$ cat config.mk
export PLATFORM = sky130hd
export DESIGN_NAME = mcpu_alu_ctrl_flat
export DESIGN_NICKNAME = d
export VERILOG_FILES = /design/src/rtl/mcpu_alu_ctrl_if.sv /design/src/rtl/mcpu_alu_ctrl.sv /design/src/flat_wrapper.sv
export SDC_FILE = /design/constraint.sdc
export NUM_CORES = 1
export LEC_CHECK = 0
export CAP_MARGIN = 20
export CORE_UTILIZATION = 30
export DETAILED_ROUTE_END_ITERATION = 8
export GPL_ROUTABILITY_DRIVEN = 0
export PLACE_DENSITY_LB_ADDON = 0.15
export SKIP_CTS_REPAIR_TIMING = 1
export SLEW_MARGIN = 20
export SYNTH_ARGS = -nofsm -noshare
export SYNTH_HDL_FRONTEND = slang
export SYNTH_SLANG_ARGS = --single-unit
$ cat constraint.sdc
create_clock -name clk -period 11.57 [get_ports clk]
set_clock_uncertainty 0.15 [all_clocks]
set_input_delay 2.314 -clock clk [delete_from_list [all_inputs] [get_ports clk]]
set_output_delay 2.314 -clock clk [all_outputs]
set_load 0.02 [all_outputs]
$ cat src/rtl/mcpu_alu_ctrl_if.sv
// Instruction, register-file and ALU signal bundle for mcpu_alu_ctrl.
// The slave side is the controller; the master side is whatever drives
// instructions, loads the register file and hosts the ALU itself.
interface mcpu_alu_ctrl_if #(
  parameter int CMD_SIZE  = 3,
  parameter int WORD_SIZE = 16
);
  logic                 instr_valid;
  logic                 instr_ready;
  logic [CMD_SIZE-1:0]  op;
  logic [1:0]           rd;
  logic [1:0]           rs1;
  logic [1:0]           rs2;
  logic                 wr_en;
  logic [1:0]           wr_addr;
  logic [WORD_SIZE-1:0] wr_data;
  logic [1:0]           rd_addr;
  logic [WORD_SIZE-1:0] rd_data;
  logic [CMD_SIZE-1:0]  alu_cmd;
  logic [WORD_SIZE-1:0] alu_in1;
  logic [WORD_SIZE-1:0] alu_in2;
  logic [WORD_SIZE-1:0] alu_out;
  logic                 alu_cf;
  logic                 done;
  logic [WORD_SIZE-1:0] result;
  logic                 cf;

  modport master (
    output instr_valid, op, rd, rs1, rs2, wr_en, wr_addr, wr_data, rd_addr,
           alu_out, alu_cf,
    input  instr_ready, rd_data, alu_cmd, alu_in1, alu_in2, done, result, cf
  );

  modport slave (
    input  instr_valid, op, rd, rs1, rs2, wr_en, wr_addr, wr_data, rd_addr,
           alu_out, alu_cf,
    output instr_ready, rd_data, alu_cmd, alu_in1, alu_in2, done, result, cf
  );
endinterface

$ cat src/rtl/mcpu_alu_ctrl.sv
// Sequencer for an external multi-cycle ALU with a 4-entry register file.
//
//   state | meaning
//   ------+-------------------------------------------------------------
//   IDLE  | ready for an instruction; external register writes allowed
//   EXEC  | drive captured command/operands to the ALU, arm settle timer
//   WAIT  | ALU settling, ALU_WAIT cycles (down-counter to terminal count)
//   WB    | done pulse; result written to r[rd] and result at exit edge
//
// ALU_WAIT must lie in 1..15; the settle timer is four bits wide.
module mcpu_alu_ctrl #(
  parameter int CMD_SIZE  = 3,
  parameter int WORD_SIZE = 16,
  parameter int ALU_WAIT  = 1
) (
  input logic              clk,
  input logic              reset,
  mcpu_alu_ctrl_if.slave   bus
);

  localparam logic [1:0] S_IDLE = 2'd0;
  localparam logic [1:0] S_EXEC = 2'd1;
  localparam logic [1:0] S_WAIT = 2'd2;
  localparam logic [1:0] S_WB   = 2'd3;

  logic [1:0]           state;
  logic [3:0]           wait_cnt;
  logic [WORD_SIZE-1:0] regs [4];

  logic [CMD_SIZE-1:0]  op_q;
  logic [1:0]           rd_q;
  logic [WORD_SIZE-1:0] opa_q;
  logic [WORD_SIZE-1:0] opb_q;

  logic [CMD_SIZE-1:0]  alu_cmd_q;
  logic [WORD_SIZE-1:0] alu_in1_q;
  logic [WORD_SIZE-1:0] alu_in2_q;
  logic [WORD_SIZE-1:0] result_q;
  logic                 cf_q;

  logic accept;
  logic carry_op;

  assign accept   = bus.instr_valid && (state == S_IDLE);
  // ADD and the two codes the ALU also treats as ADD update the carry flag.
  assign carry_op = (op_q == CMD_SIZE'(3)) || (op_q == CMD_SIZE'(6)) ||
                    (op_q == CMD_SIZE'(7));

  // Sequencer state and ALU settle down-counter.
  always_ff @(posedge clk or posedge reset) begin
    if (reset) begin
      state    <= S_IDLE;
      wait_cnt <= 4'd0;
    end else begin
      case (state)
        S_IDLE: if (accept) state <= S_EXEC;
        S_EXEC: begin
          state    <= S_WAIT;
          wait_cnt <= 4'(ALU_WAIT);
        end
        S_WAIT: begin
          wait_cnt <= wait_cnt - 4'd1;
          if (wait_cnt == 4'd1) state <= S_WB;
        end
        S_WB:    state <= S_IDLE;
        default: state <= S_IDLE;
      endcase
    end
  end

  // Capture the instruction and its operands (pre-write values) at acceptance.
  always_ff @(posedge clk or posedge reset) begin
    if (reset) begin
      op_q  <= '0;
      rd_q  <= '0;
      opa_q <= '0;
      opb_q <= '0;
    end else if (accept) begin
      op_q  <= bus.op;
      rd_q  <= bus.rd;
      opa_q <= regs[bus.rs1];
      opb_q <= regs[bus.rs2];
    end
  end

  // ALU drive registers; loaded leaving EXEC and held until the next EXEC.
  always_ff @(posedge clk or posedge reset) begin
    if (reset) begin
      alu_cmd_q <= '0;
      alu_in1_q <= '0;
      alu_in2_q <= '0;
    end else if (state == S_EXEC) begin
      alu_cmd_q <= op_q;
      alu_in1_q <= opa_q;
      alu_in2_q <= opb_q;
    end
  end

  // Register file, result and carry: write-back in WB, external load in IDLE.
  always_ff @(posedge clk or posedge reset) begin
    if (reset) begin
      for (int i = 0; i < 4; i++) regs[i] <= '0;
      result_q <= '0;
      cf_q     <= 1'b0;
    end else if (state == S_WB) begin
      regs[rd_q] <= bus.alu_out;
      result_q   <= bus.alu_out;
      if (carry_op) cf_q <= bus.alu_cf;
    end else if ((state == S_IDLE) && bus.wr_en) begin
      regs[bus.wr_addr] <= bus.wr_data;
    end
  end

  assign bus.instr_ready = (state == S_IDLE);
  assign bus.done        = (state == S_WB);
  assign bus.rd_data     = regs[bus.rd_addr];
  assign bus.alu_cmd     = alu_cmd_q;
  assign bus.alu_in1     = alu_in1_q;
  assign bus.alu_in2     = alu_in2_q;
  assign bus.result      = result_q;
  assign bus.cf          = cf_q;

endmodule
$ cat src/flat_wrapper.sv
// flat-port wrapper written by rule: the top's interface ports become plain ports
module mcpu_alu_ctrl_flat 
#(
  parameter int CMD_SIZE  = 3,
  parameter int WORD_SIZE = 16,
  parameter int ALU_WAIT  = 1
)
  (clk, reset, bus_instr_valid, bus_op, bus_rd, bus_rs1, bus_rs2, bus_wr_en, bus_wr_addr, bus_wr_data, bus_rd_addr, bus_alu_out, bus_alu_cf, bus_instr_ready, bus_rd_data, bus_alu_cmd, bus_alu_in1, bus_alu_in2, bus_done, bus_result, bus_cf);
  mcpu_alu_ctrl_if #(.CMD_SIZE(CMD_SIZE), .WORD_SIZE(WORD_SIZE)) bus_i ();
  input logic clk;
  input logic reset;
  input wire logic [$bits(bus_i.instr_valid)-1:0] bus_instr_valid;
  input wire logic [$bits(bus_i.op)-1:0] bus_op;
  input wire logic [$bits(bus_i.rd)-1:0] bus_rd;
  input wire logic [$bits(bus_i.rs1)-1:0] bus_rs1;
  input wire logic [$bits(bus_i.rs2)-1:0] bus_rs2;
  input wire logic [$bits(bus_i.wr_en)-1:0] bus_wr_en;
  input wire logic [$bits(bus_i.wr_addr)-1:0] bus_wr_addr;
  input wire logic [$bits(bus_i.wr_data)-1:0] bus_wr_data;
  input wire logic [$bits(bus_i.rd_addr)-1:0] bus_rd_addr;
  input wire logic [$bits(bus_i.alu_out)-1:0] bus_alu_out;
  input wire logic [$bits(bus_i.alu_cf)-1:0] bus_alu_cf;
  output wire logic [$bits(bus_i.instr_ready)-1:0] bus_instr_ready;
  output wire logic [$bits(bus_i.rd_data)-1:0] bus_rd_data;
  output wire logic [$bits(bus_i.alu_cmd)-1:0] bus_alu_cmd;
  output wire logic [$bits(bus_i.alu_in1)-1:0] bus_alu_in1;
  output wire logic [$bits(bus_i.alu_in2)-1:0] bus_alu_in2;
  output wire logic [$bits(bus_i.done)-1:0] bus_done;
  output wire logic [$bits(bus_i.result)-1:0] bus_result;
  output wire logic [$bits(bus_i.cf)-1:0] bus_cf;
  assign bus_i.instr_valid = bus_instr_valid;
  assign bus_i.op = bus_op;
  assign bus_i.rd = bus_rd;
  assign bus_i.rs1 = bus_rs1;
  assign bus_i.rs2 = bus_rs2;
  assign bus_i.wr_en = bus_wr_en;
  assign bus_i.wr_addr = bus_wr_addr;
  assign bus_i.wr_data = bus_wr_data;
  assign bus_i.rd_addr = bus_rd_addr;
  assign bus_i.alu_out = bus_alu_out;
  assign bus_i.alu_cf = bus_alu_cf;
  assign bus_instr_ready = bus_i.instr_ready;
  assign bus_rd_data = bus_i.rd_data;
  assign bus_alu_cmd = bus_i.alu_cmd;
  assign bus_alu_in1 = bus_i.alu_in1;
  assign bus_alu_in2 = bus_i.alu_in2;
  assign bus_done = bus_i.done;
  assign bus_result = bus_i.result;
  assign bus_cf = bus_i.cf;
  mcpu_alu_ctrl #(.CMD_SIZE(CMD_SIZE), .WORD_SIZE(WORD_SIZE), .ALU_WAIT(ALU_WAIT)) u_core (.clk(clk), .reset(reset), .bus(bus_i));
endmodule
==> results <==
- The flow ran to the end, but the final reports show violations.
- The final reports fail on DRC.
- The count of filler cells inserted in the layout is 2,540.
- The instance area at placement is 0.009433 mm2.
- The initial utilization of the core area, before any placement, comes to 30.64%.
- Yosys instantiated no cell more often than dfrtp_1.
- From synthesis to final layout, the design area changed by 25.38%.
- The most used flip-flop cell after synthesis is dfrtp_1.
- Before CTS, the worst setup slack after placement is approximately 4500 ps.
- Across every metal layer, demand over resource in global routing totals 18.06%.
- The Yosys step of the flow raised 0 warnings.
- The floorplan step defined a core boundary enclosing 0.02613 mm2.
- In this run the most critical hold path is launched from u_core.opa_q[5]$_DFFE_PP0P_.
- In this run, CTS created clock tree buffers numbering 17.
- The final critical path takes up 60.55% of the cycle.
- The number of flip-flops and latches in the synthesized netlist is around 160.
- The count of buffers from port buffering is 119.
- Yosys mapped a number of flops with a built-in enable equal to 0.
- In this run the tightest slew margin relative to its limit is roughly a quarter.
- The capture instance of the worst register-to-register path is u_core.regs[14]$_DFFE_PP0P_.
- The slew at the pin closest to its max-slew limit is 1098 ps.
- The beginning of the worst register-to-register path is u_core.state[0]$_DFFE_PP0P_.
- For this design the top-level I/O count stands at 120.
- The hold violation count in the final report is 0.
- In the synthesized netlist, the cells that appear most often are 159 x dfrtp_1, 93 x mux2_2, 63 x nand2_1.
- Counting tap cells, the placed design contains a total of 1,002 instances.
- The largest individual stage delay along the critical path comes from the cell clkdlybuf4s50_1.
- Measured in cells, the most critical reg-to-reg path has a length of 5.
- Ranked by total cell area, the synthesized netlist is headed by dfrtp_1 50%, mux4_2 14%, mux2_2 13%.
- The total via count in the routed design is roughly 5,800.
- The finished layout holds 1,036 standard cells, fillers aside.
- The critical path data arrival time is 4540 ps.
- In the synthesized netlist the async set-or-reset flop fraction comes to 100.0%.
- The category of the worst setup path capture point is a primary output.
- In the final routed layout, each cell accounts on average for 22.99 um.
- The first-pass GRT wire length is 36,470 um.
- The power density over the cells is 296.6 mW/mm2.
- Entering global routing, the biggest net connects approximately 110 pins.
- For hold timing, the worst endpoint is u_core.opa_q[5]$_DFFE_PP0P_.
- The total detailed-routing wirelength is approximately 24,000 um.
- The netlist area before placement is 0.008006 mm2.
- For this design the static power due to leakage is 3.850 nW.
- Among the stages of the critical path, the cell type that occurs most often is clkdlybuf4s50_1.
- The first detailed-routing pass took 7 iterations.
- The worst register-to-register path has a setup slack of roughly 8400 ps.
- The width of the die is between 150 and 200 um.
- IR analysis of the VDD net gives a maximum drop of 0.0001755 V.
- The total of endpoints with negative setup slack in the final report is 0.
- After routing the design area is 0.01004 mm2.
- The via count of the first global-routing pass came to ~5,900.
- The number of instances on the worst hold path is 1.
- Clock-pin slew was measured on the worst setup and hold paths at 70 ps.
- The tool flagged a number of max-cap violations equal to 0.
- TritonCTS built the clock tree.
- The top cell type by area accounts for 49.70% of the synthesized area.
- Averaged over all synthesized cells, the footprint is 13.64 um2.
- Counting every instance in the synthesized netlist gives 587.
- The half-perimeter wire length after placement is 15,380 um.
- The placement row count is 59.
- The clock net in this run drives a total of 159 sinks.
- The die covers 0.02735 mm2.
- For this run, the register share of the synthesized area comes to 49.70%.
- By startpoint and endpoint, the worst setup path is classified as in2out.
- The die is 165.4 um tall.
- The post-layout minimum cycle time is 7005 ps.
- The H-tree was split into 4 levels.
- The largest stage delay on the critical path is 1190 ps.
- In this run the worst path has a maximum fanout of 16.
- The worst-case setup margin in the final layout is about 4600 ps.
- The total power after layout is 2.977 mW.
- The initial DRC count is around 600.
- The number of antenna violations at the first check in global routing came to 2.
- The count of antenna-violating nets left after detailed routing is 0.
- After detailed routing, the number of remaining DRC violations is 14.
- Derived from the worst setup path, the maximum achievable clock frequency is 0.1427 GHz.
- The final setup TNS is 0 ps.
- The final number of max-transition violations is 0.
- The net count of the mapped netlist is 644.
- Setup repair after global routing left no endpoint under its margin.
- The count of nets after finishing is 743.
- The clock tree buffer depth is 2.
- The per-cell via count in the routed design is 5.576.
- Clock tree synthesis selected as its root buffer the cell clkbuf_16.
- The insertion delay to the later sink of the worst-skew pair is 420 ps.
- The layout cell share with drive strength beyond 1 is between 20% and 30%.
- The type of the tightest min-delay check is reg2reg.
- After global routing the overflow that remains totals 0.
- The category of the worst setup path launch point is an input pin.
- The data required time of the worst path is 9110 ps.
- The distinct cell type count of the synthesized netlist is 33.
- The biggest area contributor in the post-synthesis netlist is dfrtp_1.
- The critical path goes through clkdlybuf4s50_1 -> mux4_2 -> clkdlybuf4s50_1.
[where the power goes]
part	switching, mW	internal (mW)	total [mW]	leakage, nW
clock	0.247	0.328	0.575	0.281
sequential	0.233	0.841	1.07	1.84
combinational	0.587	0.741	1.33	1.73
[cell usage in the layout (no fill, tap or decap), types with 2 or more instances in the layout]
master,Yosys,routed
dfrtp_1,159,159
clkdlybuf4s50_1,0,118
mux2_2,93,93
nand2_1,63,63
o22ai_1,61,61
a2bb2oi_1,51,51
mux4_2,48,48
clkbuf_16,0,17
buf_4,4,12
a2bb2oi_2,10,10
inv_1,8,7
ha_1,7,6
nand3_1,4,4
nand3b_1,4,4
clkinvlp_4,0,4
o21ai_0,3,3
nor2b_1,3,3
o2bb2ai_1,3,3
clkinv_4,0,3
inv_6,0,3
diode_2,0,2
o21ai_4,2,2
nor3b_2,2,2
inv_8,0,2
mux2i_1,2,2
o21ai_2,2,2
bufinv_16,0,2
[area by class of cell]
type / instances / area, um2 / share of cell area, %
Sequential cell: 159 / 3979 / 39.64
Multi-Input combinational cell: 369 / 3724 / 37.09
Timing Repair Buffer: 131 / 1276 / 12.71
Clock buffer: 18 / 439.2 / 4.375
Tap cell: 335 / 419.2 / 4.175
Clock inverter: 14 / 158.9 / 1.583
Inverter: 8 / 37.54 / 0.3739
Antenna cell: 2 / 5.005 / 0.04986
[cell families (layout without fill, tap and decap cells)]
logic type | count (synthesis) | count (layout) | synth area share [%]
simple gates | 83 | 83 | 4.798
mux | 143 | 143 | 26.83
buf+inv | 59 | 171 | 3.829
compound gates | 136 | 136 | 13.75
fa+ha+maj | 7 | 7 | 1.094
other cells | 0 | 2 | 0
flops | 159 | 159 | 49.70
[routing by layer]
metal,share of wire (%),vias up,wire (um),track usage [%]
li1,-,2491,-,-
met1,44,2985,10520,24.96
met2,47,260,11170,28.00
met3,6.5,41,1553,3.571
met4,2.5,0,584,6.694
met5,0,-,0,0
[worst max-delay path by stage]
| stage | from | end | slack (ps) | cells after the start |
|---|---|---|---|---|
| finish | bus_rd_addr[1] | bus_rd_data[6] | 4560 | 3 |
| global route | bus_rd_addr[1] | bus_rd_data[7] | 4460 | 3 |
| CTS | bus_rd_addr[1] | bus_rd_data[7] | 4490 | 3 |
| detailed placement | bus_rd_addr[1] | bus_rd_data[7] | 4500 | 3 |
| global placement | bus_rd_addr[1] | bus_rd_data[7] | 4500 | 3 |
| floorplan | reset | u_core.bus.alu_cmd[0]$_DFFE_PP0N_ | 4810 | 1 |
[critical path: cells and delay by family]
kind                   cells  cell delay [ps]
buffers and inverters      2             1820
muxes                      1              380
[registers in the layout (all words and copies together), names as in the netlist]
register,cells
u_core.regs,64
u_core.bus.alu_in1,16
u_core.bus.alu_in2,16
u_core.bus.result,16
u_core.opa_q,16
u_core.opb_q,16
u_core.wait_cnt,4
u_core.bus.alu_cmd,3
u_core.op_q,3
u_core.rd_q,2
u_core.state,2
u_core.bus.cf,1
[metrics by stage]
stage	hold slack, ps	util, %
2_1_floorplan	315.4	-
3_3_place_gp	332.8	36.10
3_5_place_dp	337.2	36.10
4_1_cts	356.2	38.38
5_1_grt	362.3	38.41
6_report	352.8	38.41
No activity file was read; power rests on OpenSTA's default activity.
